File: src/rtl/ga20_fetch_pkg.sv
// Shared types and constants for the GA20 sample fetch cache.
// Lines are 8 bytes wide to match one 64-bit SDRAM word.
package ga20_fetch_pkg;

    localparam int SAMPLE_ADDR_W = 20;
    localparam int LINE_BYTES    = 8;
    localparam int OFS_W         = 3;
    localparam int TAG_W         = SAMPLE_ADDR_W - OFS_W;

    typedef enum logic [1:0] {
        IDLE,
        LOOKUP,
        FILL,
        RESPOND
    } fetch_state_t;

    typedef struct packed {
        logic [TAG_W-1:0]          tag;
        logic                      valid;
        logic [8*LINE_BYTES-1:0]   data;
    } line_t;

    function automatic logic [7:0] pick_byte(input logic [8*LINE_BYTES-1:0] word,
                                             input logic [OFS_W-1:0]        ofs);
        return word[{ofs, 3'b000} +: 8];
    endfunction

endpackage

File: src/rtl/ga20_sample_fetch_if.sv
// GA20 sample-read port plus the shared SDRAM line-read port.
// slave is the fetch block's view; master is the GA20/SDRAM side.
interface ga20_sample_fetch_if
    import ga20_fetch_pkg::*;
#(
    parameter int ADDR_W = SAMPLE_ADDR_W
);
    logic                    flush;
    logic                    sample_rd;
    logic [ADDR_W-1:0]       sample_addr;
    logic                    sample_valid;
    logic [7:0]              sample_din;
    logic                    mem_req;
    logic [ADDR_W-OFS_W-1:0] mem_addr;
    logic                    mem_ack;
    logic [63:0]             mem_data;

    modport slave (
        input  flush, sample_rd, sample_addr, mem_ack, mem_data,
        output sample_valid, sample_din, mem_req, mem_addr
    );

    modport master (
        output flush, sample_rd, sample_addr, mem_ack, mem_data,
        input  sample_valid, sample_din, mem_req, mem_addr
    );
endinterface

File: src/rtl/ga20_line_cache.sv
// Fully-associative line store: parallel tag compare, byte pick on hit,
// one write port for refills and a whole-cache invalidate.
module ga20_line_cache
    import ga20_fetch_pkg::*;
#(
    parameter  int LINES = 4,
    localparam int IDX_W = $clog2(LINES)
) (
    input  logic              clk,
    input  logic              reset_n,
    input  logic              flush,
    input  logic [TAG_W-1:0]  lookup_tag,
    input  logic [OFS_W-1:0]  lookup_ofs,
    output logic              hit,
    output logic [7:0]        hit_byte,
    input  logic              wr_en,
    input  logic [IDX_W-1:0]  wr_idx,
    input  line_t             wr_line
);

    // Lines live in flops so compare and byte pick complete in the lookup cycle.
    line_t            lines_reg [LINES];
    logic [LINES-1:0] hit_vec;

    generate
        for (genvar gi = 0; gi < LINES; gi++) begin : g_cmp
            assign hit_vec[gi] = lines_reg[gi].valid && (lines_reg[gi].tag == lookup_tag);
        end
    endgenerate

    assign hit = |hit_vec;

    // Tags are unique, so OR-ing the masked bytes selects the single hit line.
    always_comb begin
        hit_byte = '0;
        for (int i = 0; i < LINES; i++) begin
            if (hit_vec[i]) begin
                hit_byte = hit_byte | pick_byte(lines_reg[i].data, lookup_ofs);
            end
        end
    end

    always_ff @(posedge clk or negedge reset_n) begin
        if (!reset_n) begin
            for (int i = 0; i < LINES; i++) begin
                lines_reg[i] <= '0;
            end
        end else begin
            for (int i = 0; i < LINES; i++) begin
                if (wr_en && (wr_idx == IDX_W'(i))) begin
                    lines_reg[i] <= wr_line;
                end else if (flush) begin
                    lines_reg[i].valid <= 1'b0;
                end
            end
        end
    end

endmodule

File: src/rtl/ga20_sample_fetch.sv
// GA20 sample fetch: request latch, lookup/refill FSM and SDRAM handshake
// in front of a small fully-associative line cache.
module ga20_sample_fetch
    import ga20_fetch_pkg::*;
#(
    parameter int LINES  = 4,
    parameter int ADDR_W = SAMPLE_ADDR_W
) (
    input  logic               clk,
    input  logic               reset_n,
    ga20_sample_fetch_if.slave bus
);

    localparam int IDX_W = $clog2(LINES);

    fetch_state_t       state_reg, state_next;
    logic [ADDR_W-1:0]  req_addr_reg, req_addr_next;
    logic               pending_reg, pending_next;
    logic               valid_reg, valid_next;
    logic [7:0]         din_reg, din_next;
    logic               mem_req_reg, mem_req_next;
    logic [TAG_W-1:0]   mem_addr_reg, mem_addr_next;
    logic [TAG_W-1:0]   fill_tag_reg, fill_tag_next;
    logic [63:0]        fill_data_reg, fill_data_next;
    logic [IDX_W-1:0]   repl_ptr_reg, repl_ptr_next;
    logic               flush_seen_reg, flush_seen_next;

    logic               hit;
    logic [7:0]         hit_byte;
    logic               wr_en;
    line_t              wr_line;
    logic [TAG_W-1:0]   req_tag;

    assign req_tag = req_addr_reg[ADDR_W-1:OFS_W];

    // A flush in the ack cycle must also keep the incoming line invalid.
    assign wr_line = '{tag: fill_tag_reg, valid: !flush_seen_reg && !bus.flush, data: bus.mem_data};

    ga20_line_cache #(.LINES(LINES)) u_cache (
        .clk        (clk),
        .reset_n    (reset_n),
        .flush      (bus.flush),
        .lookup_tag (req_tag),
        .lookup_ofs (req_addr_reg[OFS_W-1:0]),
        .hit        (hit),
        .hit_byte   (hit_byte),
        .wr_en      (wr_en),
        .wr_idx     (repl_ptr_reg),
        .wr_line    (wr_line)
    );

    always_comb begin
        state_next      = state_reg;
        req_addr_next   = req_addr_reg;
        pending_next    = pending_reg;
        valid_next      = valid_reg;
        din_next        = din_reg;
        mem_req_next    = mem_req_reg;
        mem_addr_next   = mem_addr_reg;
        fill_tag_next   = fill_tag_reg;
        fill_data_next  = fill_data_reg;
        repl_ptr_next   = repl_ptr_reg;
        flush_seen_next = flush_seen_reg;
        wr_en           = 1'b0;

        case (state_reg)
            IDLE: begin
                if (pending_reg || bus.sample_rd) begin
                    state_next = LOOKUP;
                end
            end
            LOOKUP: begin
                if (hit) begin
                    din_next     = hit_byte;
                    valid_next   = 1'b1;
                    pending_next = 1'b0;
                    state_next   = IDLE;
                end else begin
                    mem_addr_next = req_tag;
                    mem_req_next  = 1'b1;
                    fill_tag_next = req_tag;
                    state_next    = FILL;
                end
            end
            FILL: begin
                if (bus.flush) begin
                    flush_seen_next = 1'b1;
                end
                if (bus.mem_ack) begin
                    mem_req_next   = 1'b0;
                    wr_en          = 1'b1;
                    fill_data_next = bus.mem_data;
                    repl_ptr_next  = repl_ptr_reg + 1'b1;
                    state_next     = RESPOND;
                end
            end
            RESPOND: begin
                if (pending_reg && (req_tag == fill_tag_reg) && !flush_seen_reg) begin
                    din_next     = pick_byte(fill_data_reg, req_addr_reg[OFS_W-1:0]);
                    valid_next   = 1'b1;
                    pending_next = 1'b0;
                end
                flush_seen_next = 1'b0;
                state_next      = IDLE;
            end
            default: state_next = IDLE;
        endcase

        // A new strobe overrides anything served this cycle: latest wins.
        if (bus.sample_rd) begin
            req_addr_next = bus.sample_addr;
            pending_next  = 1'b1;
            valid_next    = 1'b0;
            din_next      = din_reg;
        end
    end

    always_ff @(posedge clk or negedge reset_n) begin
        if (!reset_n) begin
            state_reg      <= IDLE;
            req_addr_reg   <= '0;
            pending_reg    <= 1'b0;
            valid_reg      <= 1'b0;
            din_reg        <= '0;
            mem_req_reg    <= 1'b0;
            mem_addr_reg   <= '0;
            fill_tag_reg   <= '0;
            fill_data_reg  <= '0;
            repl_ptr_reg   <= '0;
            flush_seen_reg <= 1'b0;
        end else begin
            state_reg      <= state_next;
            req_addr_reg   <= req_addr_next;
            pending_reg    <= pending_next;
            valid_reg      <= valid_next;
            din_reg        <= din_next;
            mem_req_reg    <= mem_req_next;
            mem_addr_reg   <= mem_addr_next;
            fill_tag_reg   <= fill_tag_next;
            fill_data_reg  <= fill_data_next;
            repl_ptr_reg   <= repl_ptr_next;
            flush_seen_reg <= flush_seen_next;
        end
    end

    assign bus.sample_valid = valid_reg;
    assign bus.sample_din   = din_reg;
    assign bus.mem_req      = mem_req_reg;
    assign bus.mem_addr     = mem_addr_reg;

endmodule

File: src/flat_wrapper.sv
// flat-port wrapper written by rule: the top's interface ports become plain ports
module ga20_sample_fetch_flat import ga20_fetch_pkg::*;
#(
    parameter int LINES  = 4,
    parameter int ADDR_W = SAMPLE_ADDR_W
)
  (clk, reset_n, bus_flush, bus_sample_rd, bus_sample_addr, bus_mem_ack, bus_mem_data, bus_sample_valid, bus_sample_din, bus_mem_req, bus_mem_addr);
  ga20_sample_fetch_if #(.ADDR_W(ADDR_W)) bus_i ();
  input  logic clk;
  input  logic reset_n;
  input wire logic [$bits(bus_i.flush)-1:0] bus_flush;
  input wire logic [$bits(bus_i.sample_rd)-1:0] bus_sample_rd;
  input wire logic [$bits(bus_i.sample_addr)-1:0] bus_sample_addr;
  input wire logic [$bits(bus_i.mem_ack)-1:0] bus_mem_ack;
  input wire logic [$bits(bus_i.mem_data)-1:0] bus_mem_data;
  output wire logic [$bits(bus_i.sample_valid)-1:0] bus_sample_valid;
  output wire logic [$bits(bus_i.sample_din)-1:0] bus_sample_din;
  output wire logic [$bits(bus_i.mem_req)-1:0] bus_mem_req;
  output wire logic [$bits(bus_i.mem_addr)-1:0] bus_mem_addr;
  assign bus_i.flush = bus_flush;
  assign bus_i.sample_rd = bus_sample_rd;
  assign bus_i.sample_addr = bus_sample_addr;
  assign bus_i.mem_ack = bus_mem_ack;
  assign bus_i.mem_data = bus_mem_data;
  assign bus_sample_valid = bus_i.sample_valid;
  assign bus_sample_din = bus_i.sample_din;
  assign bus_mem_req = bus_i.mem_req;
  assign bus_mem_addr = bus_i.mem_addr;
  ga20_sample_fetch #(.LINES(LINES), .ADDR_W(ADDR_W)) u_core (.clk(clk), .reset_n(reset_n), .bus(bus_i));
endmodule
File: config.mk
export PLATFORM = sky130hd
export DESIGN_NAME = ga20_sample_fetch_flat
export DESIGN_NICKNAME = d
export VERILOG_FILES = /design/src/rtl/ga20_fetch_pkg.sv /design/src/rtl/ga20_sample_fetch_if.sv /design/src/rtl/ga20_line_cache.sv /design/src/rtl/ga20_sample_fetch.sv /design/src/flat_wrapper.sv
export SDC_FILE = /design/constraint.sdc
export NUM_CORES = 1
export LEC_CHECK = 0
export CAP_MARGIN = 10
export CORE_ASPECT_RATIO = 0.8
export CORE_MARGIN = 2
export CORE_UTILIZATION = 50
export CTS_CLUSTER_SIZE = 25
export DETAILED_ROUTE_END_ITERATION = 10
export GPL_TIMING_DRIVEN = 0
export PLACE_DENSITY = 0.69
export SETUP_SLACK_MARGIN = 0.02
export SLEW_MARGIN = 0
export SYNTH_ARGS = -nofsm -noshare
export SYNTH_HDL_FRONTEND = slang
export SYNTH_SLANG_ARGS = --single-unit
File: constraint.sdc
create_clock -name clk -period 2.6 [get_ports clk]
set_input_delay 0.26 -clock clk [delete_from_list [all_inputs] [get_ports clk]]
set_output_delay 0.26 -clock clk [all_outputs]
set_load 0.05 [all_outputs]
Yosys cells after proc, flatten, opt, wreduce, memory -nomap -nowiden:

Cells that the tools add are included.

* flip-flop bits (word level): 445
* bits in latches: 0
* bits in writable memories: 0
* memory bits (read-only): 0
* input bits: 89
* output and inout bits: 27
* word-level logic and storage cells: 115
* memories kept: 0

* $add $sub $neg: 1
* $mul: 0
* divide/modulo/power cells: 0
* magnitude comparators: 0
* equality and inequality tests: 19
* shift-type cells: 5
* multiplexer cells: 31
* bitwise logic cells: 5
* reductions and logical operators: 32

Operator list (count)
* indexed part select 64 x 7 -> 8 bit: 5
* equality test 17 bit: 5
* 2-to-1 mux 8 bit: 6
* bitwise OR 8 bit: 3
* 2-to-1 mux 1 bit: 16
* case mux 8 bit (2 select lines): 1
* nonzero test 2 bit: 7
* logical AND 1 bit: 11
* equality test 2 bit (second input constant): 4
* case mux 1 bit (2 select lines): 4
* case mux 2 bit (4 select lines): 1
* AND reduction 2 bit: 4
* 2-to-1 mux 2 bit: 3
* inequality test 2 x 1 -> 1 bit (second input constant): 3
* inequality test 2 bit (second input constant): 3
* inequality test 3 x 2 -> 1 bit (second input constant): 2
* AND reduction 3 bit: 2
* equality test 2 x 1 -> 1 bit (second input constant): 2
* zero test 2 bit: 2
* AND reduction 4 bit: 1
* OR reduction 4 bit: 1
* nonzero test 3 bit: 1
* adder 2 x 1 -> 2 bit (second input constant): 1
* zero test 1 bit: 2
* other kinds (2): 3

Logic depth before layout (Yosys ltp):

* depth in word-level cells: 11
* depth in mapped cells: 9
* mapped depth without buffers: 7

Modules after synthesis:

From an unflattened synthesis, not the netlist that was laid out.

* cells, all modules: 1504
* area total of the unflattened synthesis: 20282.0 sq um

By module, submodules not included
* ga20_line_cache: instances 1, cells an instance 984, area an instance 14996.9 sq um
* ga20_sample_fetch: instances 1, cells an instance 520, area an instance 5285.1 sq um

Worst setup path before layout:

Ideal clock, no wire load.

* path kind: reg-to-reg
* start point: register u_core.req_addr_reg[2]
* end point: register u_core.din_reg[4], in the netlist u_core.bus.sample_din[4]
* arrival: 2.220 ns
* data required time: 2.475 ns
* slack: 0.255 ns
* stages on the path, launching flop included: 8
* period minus slack after synthesis: 2.345 ns
* path through: dfrtp_1 clkbuf_1 buf_1 mux4_2 mux2_2 a222oi_1 a22oi_1 mux2_4

* word-level cells in the longest chain between the ends: 10
* elaborated cells between the ends (all ways): 15
* classes of those cells: 5 x shift; 7 x mux; 3 x bitwise

RTL lines
* from (decl): line ga20_sample_fetch.sv:17 `logic [ADDR_W-1:0] req_addr_reg, req_addr_next;`
* from (signal assigned): line ga20_sample_fetch.sv:133 `req_addr_reg <= req_addr_next;`
* indexed part select 64 x 7 -> 8 bit: line ga20_fetch_pkg.sv:25 `return word[{ofs, 3'b000} +: 8];`
* 2-to-1 mux 8 bit: line ga20_line_cache.sv:37 `if (hit_vec[i]) begin`
* bitwise OR 8 bit: line ga20_line_cache.sv:38 `hit_byte = hit_byte | pick_byte(lines_reg[i].data, lookup_ofs);`
* 2-to-1 mux 8 bit: line ga20_line_cache.sv:37
* bitwise OR 8 bit: line ga20_line_cache.sv:38
* 2-to-1 mux 8 bit: line ga20_line_cache.sv:37
* bitwise OR 8 bit: line ga20_line_cache.sv:38
* 2-to-1 mux 8 bit: line ga20_line_cache.sv:37
* 2-to-1 mux 8 bit: line ga20_sample_fetch.sv:73 `if (hit) begin`
* case mux 8 bit (2 select lines) (*): line ga20_sample_fetch.sv:66 `case (state_reg)`
* to (signal assigned): line ga20_sample_fetch.sv:136 `din_reg <= din_next;`
* to (decl): line ga20_sample_fetch.sv:20 `logic [7:0] din_reg, din_next;`

Every way passes the cells marked *; elsewhere a longest branch is shown, timed or not. The select of a mux whose other input is x is not followed.
A chain may end at the register's enable or synchronous reset.

Worst setup path in the final report:

* start point: register u_core.req_addr_reg[1]
* end point: register u_core.din_reg[7], in the netlist u_core.bus.sample_din[7]

Same word-level chain as after synthesis.

==> results summary <==
The die is 184 um tall. Entering global routing, the biggest net connects 121 pins. The total half-perimeter wirelength after legalization and detailed placement is 38000 um. The number of top-level pins came out at 116. The share of the clock period used by the worst path after layout is 97.4%. The post-synthesis cell count came out at 1273. The first global-routing pass estimated 87200 um of wire. Counting the fill cells in the layout gives 3019. Setup violations remaining at the end of the flow were counted as 0.

The internal power consumption came out at 0.0200 W. The count of warnings emitted by yosys came out at 0. The number of pins with negative max-slew slack in the final report came out at 0. The transition time of the tightest slew-check pin came out at 1.33 ns. By area the synthesized netlist is led by dfrtp_1 (55%), mux2_2 (26%), mux4_2 (8.8%). The area growth from synthesis to final layout is 21.7%. The worst hold path passes through 2 cells. The flip-flop count of the largest register after layout is 328. The clock passes through at most 3 buffers. Across all hold checks on the routed design, the worst slack comes to 0.303 ns.

Among all flip-flop cells after synthesis, the most frequent one is dfrtp_1. The post-placement cell count is 1927. Timing analysis after detailed placement gives a worst setup slack of -0.975 ns. The placer's final routability congestion estimate is 0.840. The portion of the post-synthesis area used by sequential elements is 55.2%. The dominant cell type by area after synthesis is dfrtp_1. The number of flip-flops and latches in the synthesized netlist is 445. The width of the chip is 229 um. Clock skew on the completed layout was measured at 0.0109 ns. For this design the total switching power over the nets is 0.00924 W. Clock-pin slew was measured on the worst setup and hold paths at 0.06 ns. The overall fraction of global-route tracks in use came out at 29.0%. Dividing the detail-routed via count by the number of cells gives 6.08.

The iteration-0 DRC count of the detailed router came out at 1092. In this run switching power makes up 31.6% of total power. The final-layout setup total negative slack came out at 0 ns. In this run the worst hold path is classified as in2reg. The initial antenna violation count is 1. The remaining routing DRC violations is 0. The count of nets left with antenna violations after detail routing came out at 0. The initial standard-cell utilization of the core came out at 50.9%. The data required time at the worst endpoint is 3.04 ns. The final layout net count is 1564.

TritonCTS built the clock tree. The worst IR drop on VDD came out at 0.591 mV. The count of non-filler cells in the finished layout came out at 2043. The total die area came out at 42000 um^2.

The proportion of register bits with asynchronous set or reset after synthesis came out at 100%. The number of detailed-route iterations in the first pass is 7. The final wirelength is 59800 um.

The run finished with clean final reports. The area fraction of the dominant cell type after synthesis is 55.2%. The data arrival at the endpoint of the critical path is 2.97 ns. In this run the worst path has a maximum fanout of 10. The average detailed-routed wire length per instance is 29.3 um. The number of rows created at floorplan is 65. The total count of hold-check failures in the final report came out at 0. The core footprint is 39600 um^2.

In this run the static leakage power is 10.6 nW. By instance count, the leading cell after synthesis is mux2_2. The clock latency at the later pin of the worst-skew pair came out at 0.56 ns. Setup repair after global routing could not meet its margin everywhere. The number of different library cells used by synthesis comes to 34. The tool flagged a number of max-cap violations equal to 0. The netlist area before placement is 20200 um^2.

In this run the number of H-tree levels came out at 2. STA classifies the critical path endpoint as a register. The worst setup margin is 0.0687 ns. The total clock buffers created by CTS is 45. The mean post-synth cell area came out at 15.8 um^2. For the finished layout, the period the worst path requires is 2.53 ns. The logic depth of the worst register-to-register path came out at 7. The worst slew margin relative to its limit came out at 11.2%. The net count after synthesis came out at 1366.

The worst setup path is launched from a register. The sum of overflow across all layers after global routing is 0. The number of sinks on the clock net came out at 445. The clock tree root buffer cell is clkbuf_16. The critical path in this run is classified as reg2reg.

In this run, synthesis inferred 0 flip-flops with an integrated enable. Per report_power, the clock group accounts for 22.8% of the total. In this run, flip-flops and latches consume 42.2% of the power. The post-route netlist has 51.1% of its cells at a drive strength greater than 1.

Input and output buffers added on the ports amount to 115. The total number of vias came out at 12.4k. Timing would allow up to 0.395 GHz. The power density of the placed cells is 1190 nW/um^2. By count the netlist is led by mux2_2 (457), dfrtp_1 (445), mux4_2 (79). The combinational share of power came out at 35.0%. The via count of the first global-routing pass came out at 12.8k.
power groups by stage:
stage                     combinational [W]  clock, W  sequential, W
after global routing                 0.0108   0.00705         0.0127
after floorplan                     0.00635         0         0.0122
after detailed placement            0.00940         0         0.0123
final                                0.0102   0.00667         0.0123
after CTS                           0.00994   0.00675         0.0122
after global placement              0.00916         0         0.0122
what timing repair did:
action                                  4_1_cts  5_1_grt
endpoints found under the setup margin      249      284
gates cloned                                  2        0
buffers inserted                             17       20
hold buffers                                  1        0
endpoints found under the hold margin       118        0
pin swaps                                     9       23
gates resized for setup                     100      102
cell families after synthesis:
group / count (synthesis) / share of synthesized area, %
muxes: 553 / 35.5
DFF: 445 / 55.2
buffers and inverters: 94 / 2.41
xor gates and xnor gates: 86 / 3.74
and+or+nand+nor: 55 / 1.66
AOI/OAI and AO/OA: 36 / 1.23
adders and majority gates: 4 / 0.248
critical path: stages (launching register included):
cell and delay [ns]:
dfrtp_1 0.34, buf_6 0.18, buf_2 0.44, clkbuf_4 0.43, mux4_2 0.34, mux2i_1 0.27, a22oi_2 0.12, mux2_4 0.28
per-stage QoR:
step	utilization, %	total power [W]	instance area (um^2)
2_1_floorplan	-	0.0186	20200
3_3_place_gp	55.5	0.0213	22000
3_5_place_dp	55.7	0.0217	22100
4_1_cts	60.8	0.0289	24100
5_1_grt	61.9	0.0305	24500
6_report	61.9	0.0292	24500
final cells by class:
class	instances	area, um^2	share of cell area (%)
flip-flops and latches	445	11100	45.4
multi-input cells	734	8950	36.5
repair buffers	156	1640	6.69
clock buffers	69	1410	5.74
well taps	536	671	2.73
plain buffers	84	581	2.37
clock inverters	13	119	0.485
inverters	5	18.8	0.0765
diodes	1	2.50	0.0102
worst paths after layout:
path                                                      from                                        end  slack [ns]
setup / recovery            u_core.req_addr_reg[1]$_DFFE_PN0P_       u_core.bus.sample_din[7]$_DFFE_PN0P_        0.07
hold / removal                             bus_sample_addr[15]        u_core.req_addr_reg[15]$_DFFE_PN0P_        0.30
setup reg to reg            u_core.req_addr_reg[1]$_DFFE_PN0P_       u_core.bus.sample_din[7]$_DFFE_PN0P_        0.07
hold reg to reg            u_core.bus.sample_valid$_DFFE_PN0P_        u_core.bus.sample_valid$_DFFE_PN0P_        0.48
max in group asynchronous                              reset_n       u_core.bus.sample_din[5]$_DFFE_PN0P_        0.55
min in group asynchronous                              reset_n  u_core.u_cache.lines_reg[233]$_DFFE_PN0P_        0.33
per-layer routing:
| metal | share of wire (%) | GRT usage, % | vias to the layer above |
|---|---|---|---|
| li1 | - | - | 5101 |
| met5 | 0 | 0.579 | - |
| met1 | 44 | 42.6 | 6735 |
| met4 | 2.5 | 8.03 | 0 |
| met3 | 7.9 | 5.60 | 102 |
| met2 | 45 | 44.2 | 481 |
placed cells by master, fill, tap and decap left out, types with 10 or more instances in the layout:
cell type        count
a21oi_1             14
clkbuf_16           47
clkbuf_1            23
clkbuf_8            16
clkbuf_2            31
buf_6               15
clkinv_2            10
mux2_2             440
nor2_1              12
xor2_1              37
xnor2_1             29
clkdlybuf4s50_1    114
dfrtp_1            442
mux2_4              25
buf_4               33
mux4_2              79
Power figures use the tool's default switching activity.
